**src/rtl/countdown_timer_if.sv**
```systemverilog
// Control and status bundle for countdown_timer: commands and preset in,
// count and status flags out.
interface countdown_timer_if #(
  parameter int WIDTH = 6
);
  logic             LD;
  logic [WIDTH-1:0] PD;
  logic             START;
  logic             STOP;
  logic             PAUSE;
  logic             RELOAD;
  logic [WIDTH-1:0] QT;
  logic             RCO;
  logic             TC;
  logic             BUSY;
  logic             DONE;

  modport master (
    output LD, PD, START, STOP, PAUSE, RELOAD,
    input  QT, RCO, TC, BUSY, DONE
  );

  modport slave (
    input  LD, PD, START, STOP, PAUSE, RELOAD,
    output QT, RCO, TC, BUSY, DONE
  );
endinterface

```
**src/rtl/countdown_timer.sv**
```systemverilog
// Prescaled loadable down-counter with run/pause/stop control, one-shot or
// auto-reload modes, a terminal-count pulse and an early-warning RCO flag.
module countdown_timer #(
  parameter int WIDTH    = 6,
  parameter int PRESCALE = 1
) (
  input  logic               CLK,
  input  logic               RST,
  countdown_timer_if.slave   bus
);
  localparam int             PSW    = (PRESCALE > 1) ? $clog2(PRESCALE) : 1;
  localparam logic [PSW-1:0] PSLAST = PSW'(PRESCALE - 1);

  typedef enum logic [1:0] {
    S_IDLE,
    S_RUN,
    S_HOLD,
    S_DONE
  } state_t;

  state_t           state, state_nx;
  logic [WIDTH-1:0] qt, qt_nx;
  logic [WIDTH-1:0] rv, rv_nx;
  logic [PSW-1:0]   ps, ps_nx;
  logic             tc, tc_nx;
  logic             busy;

  assign busy     = (state == S_RUN) || (state == S_HOLD);
  assign bus.QT   = qt;
  assign bus.TC   = tc;
  assign bus.BUSY = busy;
  assign bus.DONE = (state == S_DONE);
  assign bus.RCO  = busy && (qt == WIDTH'(1));

  always_ff @(posedge CLK or posedge RST) begin
    if (RST) begin
      state <= S_IDLE;
      qt    <= '0;
      rv    <= '0;
      ps    <= '0;
      tc    <= 1'b0;
    end else begin
      state <= state_nx;
      qt    <= qt_nx;
      rv    <= rv_nx;
      ps    <= ps_nx;
      tc    <= tc_nx;
    end
  end

  // Command chain in priority order; a START seen while already counting
  // falls through so the RUN/HOLD handling below still applies.
  always_comb begin
    state_nx = state;
    qt_nx    = qt;
    rv_nx    = rv;
    ps_nx    = ps;
    tc_nx    = 1'b0;
    if (bus.LD) begin
      qt_nx    = bus.PD;
      rv_nx    = bus.PD;
      ps_nx    = '0;
      state_nx = S_IDLE;
    end else if (bus.STOP && busy) begin
      ps_nx    = '0;
      state_nx = S_IDLE;
    end else if (bus.START && (state == S_IDLE)) begin
      if (qt != '0) begin
        ps_nx    = '0;
        state_nx = S_RUN;
      end
    end else if (bus.START && (state == S_DONE)) begin
      qt_nx = rv;
      ps_nx = '0;
      if (rv != '0) begin
        state_nx = S_RUN;
      end
    end else if (state == S_RUN) begin
      if (bus.PAUSE) begin
        state_nx = S_HOLD;
      end else if (ps == PSLAST) begin
        ps_nx = '0;
        if (qt > WIDTH'(1)) begin
          qt_nx = qt - WIDTH'(1);
        end else if (qt == WIDTH'(1)) begin
          tc_nx = 1'b1;
          if (bus.RELOAD) begin
            qt_nx = rv;
          end else begin
            qt_nx    = '0;
            state_nx = S_DONE;
          end
        end
      end else begin
        ps_nx = ps + PSW'(1);
      end
    end else if (state == S_HOLD) begin
      // The prescaler keeps its partial period across the pause.
      if (!bus.PAUSE) begin
        state_nx = S_RUN;
      end
    end
  end
endmodule

```
**src/flat_wrapper.sv**
```systemverilog
// flat-port wrapper written by rule: the top's interface ports become plain ports
module countdown_timer_flat 
#(
  parameter int WIDTH    = 6,
  parameter int PRESCALE = 1
)
  (CLK, RST, bus_LD, bus_PD, bus_START, bus_STOP, bus_PAUSE, bus_RELOAD, bus_QT, bus_RCO, bus_TC, bus_BUSY, bus_DONE);
  countdown_timer_if #(.WIDTH(WIDTH)) bus_i ();
  input  logic CLK;
  input  logic RST;
  input wire logic [$bits(bus_i.LD)-1:0] bus_LD;
  input wire logic [$bits(bus_i.PD)-1:0] bus_PD;
  input wire logic [$bits(bus_i.START)-1:0] bus_START;
  input wire logic [$bits(bus_i.STOP)-1:0] bus_STOP;
  input wire logic [$bits(bus_i.PAUSE)-1:0] bus_PAUSE;
  input wire logic [$bits(bus_i.RELOAD)-1:0] bus_RELOAD;
  output wire logic [$bits(bus_i.QT)-1:0] bus_QT;
  output wire logic [$bits(bus_i.RCO)-1:0] bus_RCO;
  output wire logic [$bits(bus_i.TC)-1:0] bus_TC;
  output wire logic [$bits(bus_i.BUSY)-1:0] bus_BUSY;
  output wire logic [$bits(bus_i.DONE)-1:0] bus_DONE;
  assign bus_i.LD = bus_LD;
  assign bus_i.PD = bus_PD;
  assign bus_i.START = bus_START;
  assign bus_i.STOP = bus_STOP;
  assign bus_i.PAUSE = bus_PAUSE;
  assign bus_i.RELOAD = bus_RELOAD;
  assign bus_QT = bus_i.QT;
  assign bus_RCO = bus_i.RCO;
  assign bus_TC = bus_i.TC;
  assign bus_BUSY = bus_i.BUSY;
  assign bus_DONE = bus_i.DONE;
  countdown_timer #(.WIDTH(WIDTH), .PRESCALE(PRESCALE)) u_core (.CLK(CLK), .RST(RST), .bus(bus_i));
endmodule
```
**config.mk**
```make
export PLATFORM = sky130hd
export DESIGN_NAME = countdown_timer_flat
export DESIGN_NICKNAME = d
export VERILOG_FILES = /design/src/rtl/countdown_timer_if.sv /design/src/rtl/countdown_timer.sv /design/src/flat_wrapper.sv
export SDC_FILE = /design/constraint.sdc
export NUM_CORES = 1
export LEC_CHECK = 0
export ABC_AREA = 0
export BUFFER_PORTS_ARGS = -buffer_cell sky130_fd_sc_hd__buf_2
export CORE_MARGIN = 2
export CORE_UTILIZATION = 57
export DETAILED_ROUTE_END_ITERATION = 12
export PLACE_DENSITY_LB_ADDON = 0.2
export SLEW_MARGIN = 10
export SYNTH_ARGS = -nofsm -noshare
export SYNTH_HDL_FRONTEND = slang
export SYNTH_SLANG_ARGS = --single-unit
```
**constraint.sdc**
```tcl
create_clock -name CLK -period 3.4 [get_ports CLK]
set_input_delay 0.17 -clock CLK [delete_from_list [all_inputs] [get_ports CLK]]
set_output_delay 0.17 -clock CLK [all_outputs]
set_load 0.02 [all_outputs]
```
==> impl_summary.md <==
Route
The count of routing violations after the opening detailed-route iteration is 31. The first-pass iteration count of the detailed router is 4. Dividing the detail-routed wire length by the instance count gives 15.3 um. In the routed design, unresolved DRC markers number 0. The vias after detailed routing is 967. Once detail routing completed, the nets flagged for antenna violations numbered 0. The total wire length after detailed routing is 2440 um. The mean number of vias per cell is 6.08.

Clocking
The clock passes through at most 2 buffers. The latest clock arrival within the worst-skew pair is 290 ps. The TritonCTS sink count is 15.

In this run the number of H-tree levels came out at 1. The root buffer cell chosen for the clock tree is clkbuf_4. TritonCTS created 3 clock buffers.

The CTS tree is yes. After clock tree synthesis, the clock-pin slew on the worst setup and hold paths is 100 ps. Gates resized during post-CTS repair numbered 0.

GRT
Global routing finished with a remaining overflow of 0. The number of global-route vias before repair came to ~980. The largest net degree at the start of global routing is 24. The first global-routing pass estimated around 4200 um of wire. Global routing used between 20% and 30% of the available tracks across all layers.

The number of antenna violations at the first check in global routing is 0.

Setup path
The critical path data arrival time is 2210 ps. STA classifies the critical path endpoint as a flop. The top cell family by delay on the critical path is compound AO/OA/AOI/OAI gates. The required time at the endpoint of the critical path is 3590 ps. The critical path's largest stage delay is about 430 ps. The maximum net fanout on the critical path is 7. The critical path launch point type is a flop.

The setup path with the least slack is of type flop to flop. The critical-path cell with the highest stage delay is dfrtp_1. The sum of buffers and inverters on the critical path is 1.

Traced cell by cell, the critical path runs through inv_1 -> ha_1 -> a22o_1 -> nor4_1 -> nor2_1 -> a32o_1.

STA
Setup repair after global routing left no endpoint under its margin. The count of final hold-check violations is 0. The number of pins with negative max-slew slack in the final report is 0. The worst slew margin relative to its limit is 60.4%.

The transition time at the pin with the least slew margin is between 500 and 600 ps. For this run, the top clock speed supported by timing is just under 500 MHz. For the final routed database, the setup TNS stands at 0 ps. In the finished design, the share of the clock period the worst path needs comes to approximately three fifths. In the post-route analysis, the smallest setup slack over all paths is ~1400 ps. The number of setup violations in the final report is 0. The setup clock skew after layout is 11.2 ps. The clock period minus worst slack is 2020 ps.

Floorplan
The cell row count is 15. The region available for standard cell placement spans 1730 um2. The top-level port count is 23. The initial utilization of the core area, before any placement, comes to 60.0%. The die footprint is 2170 um2. The overall die height is 46.6 um. The width of the die is roughly 47 um.

Yosys
The dominant cell type by area after synthesis is dfrtp_1. The part of the Yosys area used for sequential elements is 36.2%. The share of synthesized area in the top cell type comes to 36.2%. Counting flops and latches in the post-synthesis netlist gives 15. Sorting the synthesized cells by area gives the leading types as dfrtp_1 36%, ha_1 7.2%, mux2_2 4.3%.

The number of nets in the synthesized netlist is 128. The number of distinct library cells after synthesis is 38. The yosys synthesis warning count is 0. In this run the mean area of a mapped cell was about 9.5 um2.

The synthesized netlist occupies a cell area of 1040 um2. The number of instances in the synthesized netlist is 109.

Placed design
The count of input and output buffers is 22. Prior to clock tree synthesis, the placed netlist has a worst setup slack of 1400 ps. The post-DP HPWL is between 1500 and 2000 um. The final weighted congestion in routability-driven placement is ~0.9.

Hold path
The type of the most critical hold path is input pin to flop.

Layout
The number of nets at the end of the flow is 154. The area added between synthesis and finish is 15.7%. The antenna diode count is 0. The fraction of final layout cells sized beyond drive strength 1 is between 20% and 30%.

The number of filler instances in the final layout is 156.

Job
Max-cap violations in this run came to 0.

Pwr
In this run the static leakage power is 0.565 nW. The maximum resistive drop on vdd is 450 uV. The total power density per cell area is roughly 750 nW/um2.

Status
The run finished with clean final reports.
## flip-flops by register name, summed over array words and instances, names as in the netlist
signal / count
u_core.bus.QT: 6
u_core.rv: 6
u_core.state: 2
u_core.bus.TC: 1
## cells by family after synthesis
group                      after synthesis  share of synthesized area [%]
adders and majority gates                6                           7.25
AOI/OAI and AO/OA                       32                           22.2
buffers and inverters                   13                           5.43
DFF                                     15                           36.2
muxes                                    7                           7.25
and+or+nand+nor                         36                           21.6
## cell type report
type / count / area (um2) / area share (%)
Multi-Input combinational cell: 81 / 604 / 50.4
Clock buffer: 4 / 26.3 / 2.19
Timing Repair Buffer: 23 / 120 / 10.0
Tap cell: 25 / 31.3 / 2.61
Inverter: 11 / 41.3 / 3.44
Sequential cell: 15 / 375 / 31.3
## worst min-delay path: stages
cell	delay, ps
buf_2	70
nand2_1	50
o21ai_0	60
## placed cells by master (no fill, tap or decap), drive strengths merged, types with 4 or more instances in the layout
| cell type | count |
|---|---|
| a21oi | 6 |
| buf | 22 |
| clkbuf | 4 |
| dfrtp | 15 |
| ha | 6 |
| inv | 11 |
| mux2 | 4 |
| nand2 | 5 |
| nor2 | 8 |
| nor3 | 6 |
| nor4 | 4 |
| o21ai | 8 |
## where the power goes
| part | internal (mW) | switching [mW] |
|---|---|---|
| sequential | 0.222 | 0.0665 |
| clock | 0.0457 | 0.0604 |
| combinational | 0.202 | 0.303 |
| total | 0.470 | 0.430 |
## per-layer routing
| metal | up-vias | part of all wire (%) | global-route usage [%] |
|---|---|---|---|
| li1 | 463 | - | - |
| met1 | 468 | 45 | 35.6 |
| met2 | 27 | 48 | 43.3 |
| met3 | 9 | 4.5 | 5.10 |
| met4 | 0 | 2.5 | 12.2 |
| met5 | - | 0 | 0 |
## synthesized netlist by cell type, drive strengths merged
| cell type | number |
|---|---|
| nand2 | 5 |
| a21o | 1 |
| o21ai | 8 |
| a31oi | 1 |
| dfrtp | 15 |
| o221ai | 1 |
| o21bai | 1 |
| mux2 | 4 |
| nor3 | 6 |
| mux2i | 3 |
| nand2b | 3 |
| ha | 6 |
| a21oi | 6 |
| nand3 | 1 |
| a22o | 1 |
| nor2 | 8 |
| a2111oi | 1 |
| nor4 | 4 |
| inv | 11 |
| nor2b | 1 |
| buf | 1 |
| or4 | 1 |
| clkbuf | 1 |
| o211ai | 1 |
| o32ai | 3 |
| a32o | 2 |
| nand4b | 1 |
| and3 | 3 |
| a211o | 1 |
| a222oi | 3 |
| nand4 | 2 |
| a221oi | 1 |
| o21a | 1 |
| and2 | 1 |
## path summary, 6_finish.rpt
kind | start | end | slack (ps) | cells past startpoint
min in group asynchronous | RST | u_core.state[1] | 480 | 3
worst min register to register | u_core.rv[3] | u_core.rv[3] | 550 | 1
worst min-delay path | bus_PD[5] | u_core.rv[5] | 110 | 3
max in group asynchronous | RST | u_core.rv[2] | 2520 | 3
worst max register to register | u_core.state[0] | u_core.state[1] | 1380 | 6
worst max-delay path | u_core.state[0] | u_core.state[1] | 1380 | 6
## through the flow
step	util (%)	hold slack, ps	power (mW)	std cells	area (um2)
5_1_grt	69.4	113	0.980	159	1200
6_report	69.4	111	0.901	159	1200
4_1_cts	69.4	106	0.899	159	1200
2_1_floorplan	-	71.5	0.658	109	1040
3_3_place_gp	67.3	257	0.770	154	1160
3_5_place_dp	67.3	269	0.788	154	1160
## repair_timing
item | 4_1_cts | 5_1_grt
hold buffers | 1 | 0
buffers inserted | 0 | 0
hold endpoints to repair | 15 | 0
Power figures use the tool's default switching activity.
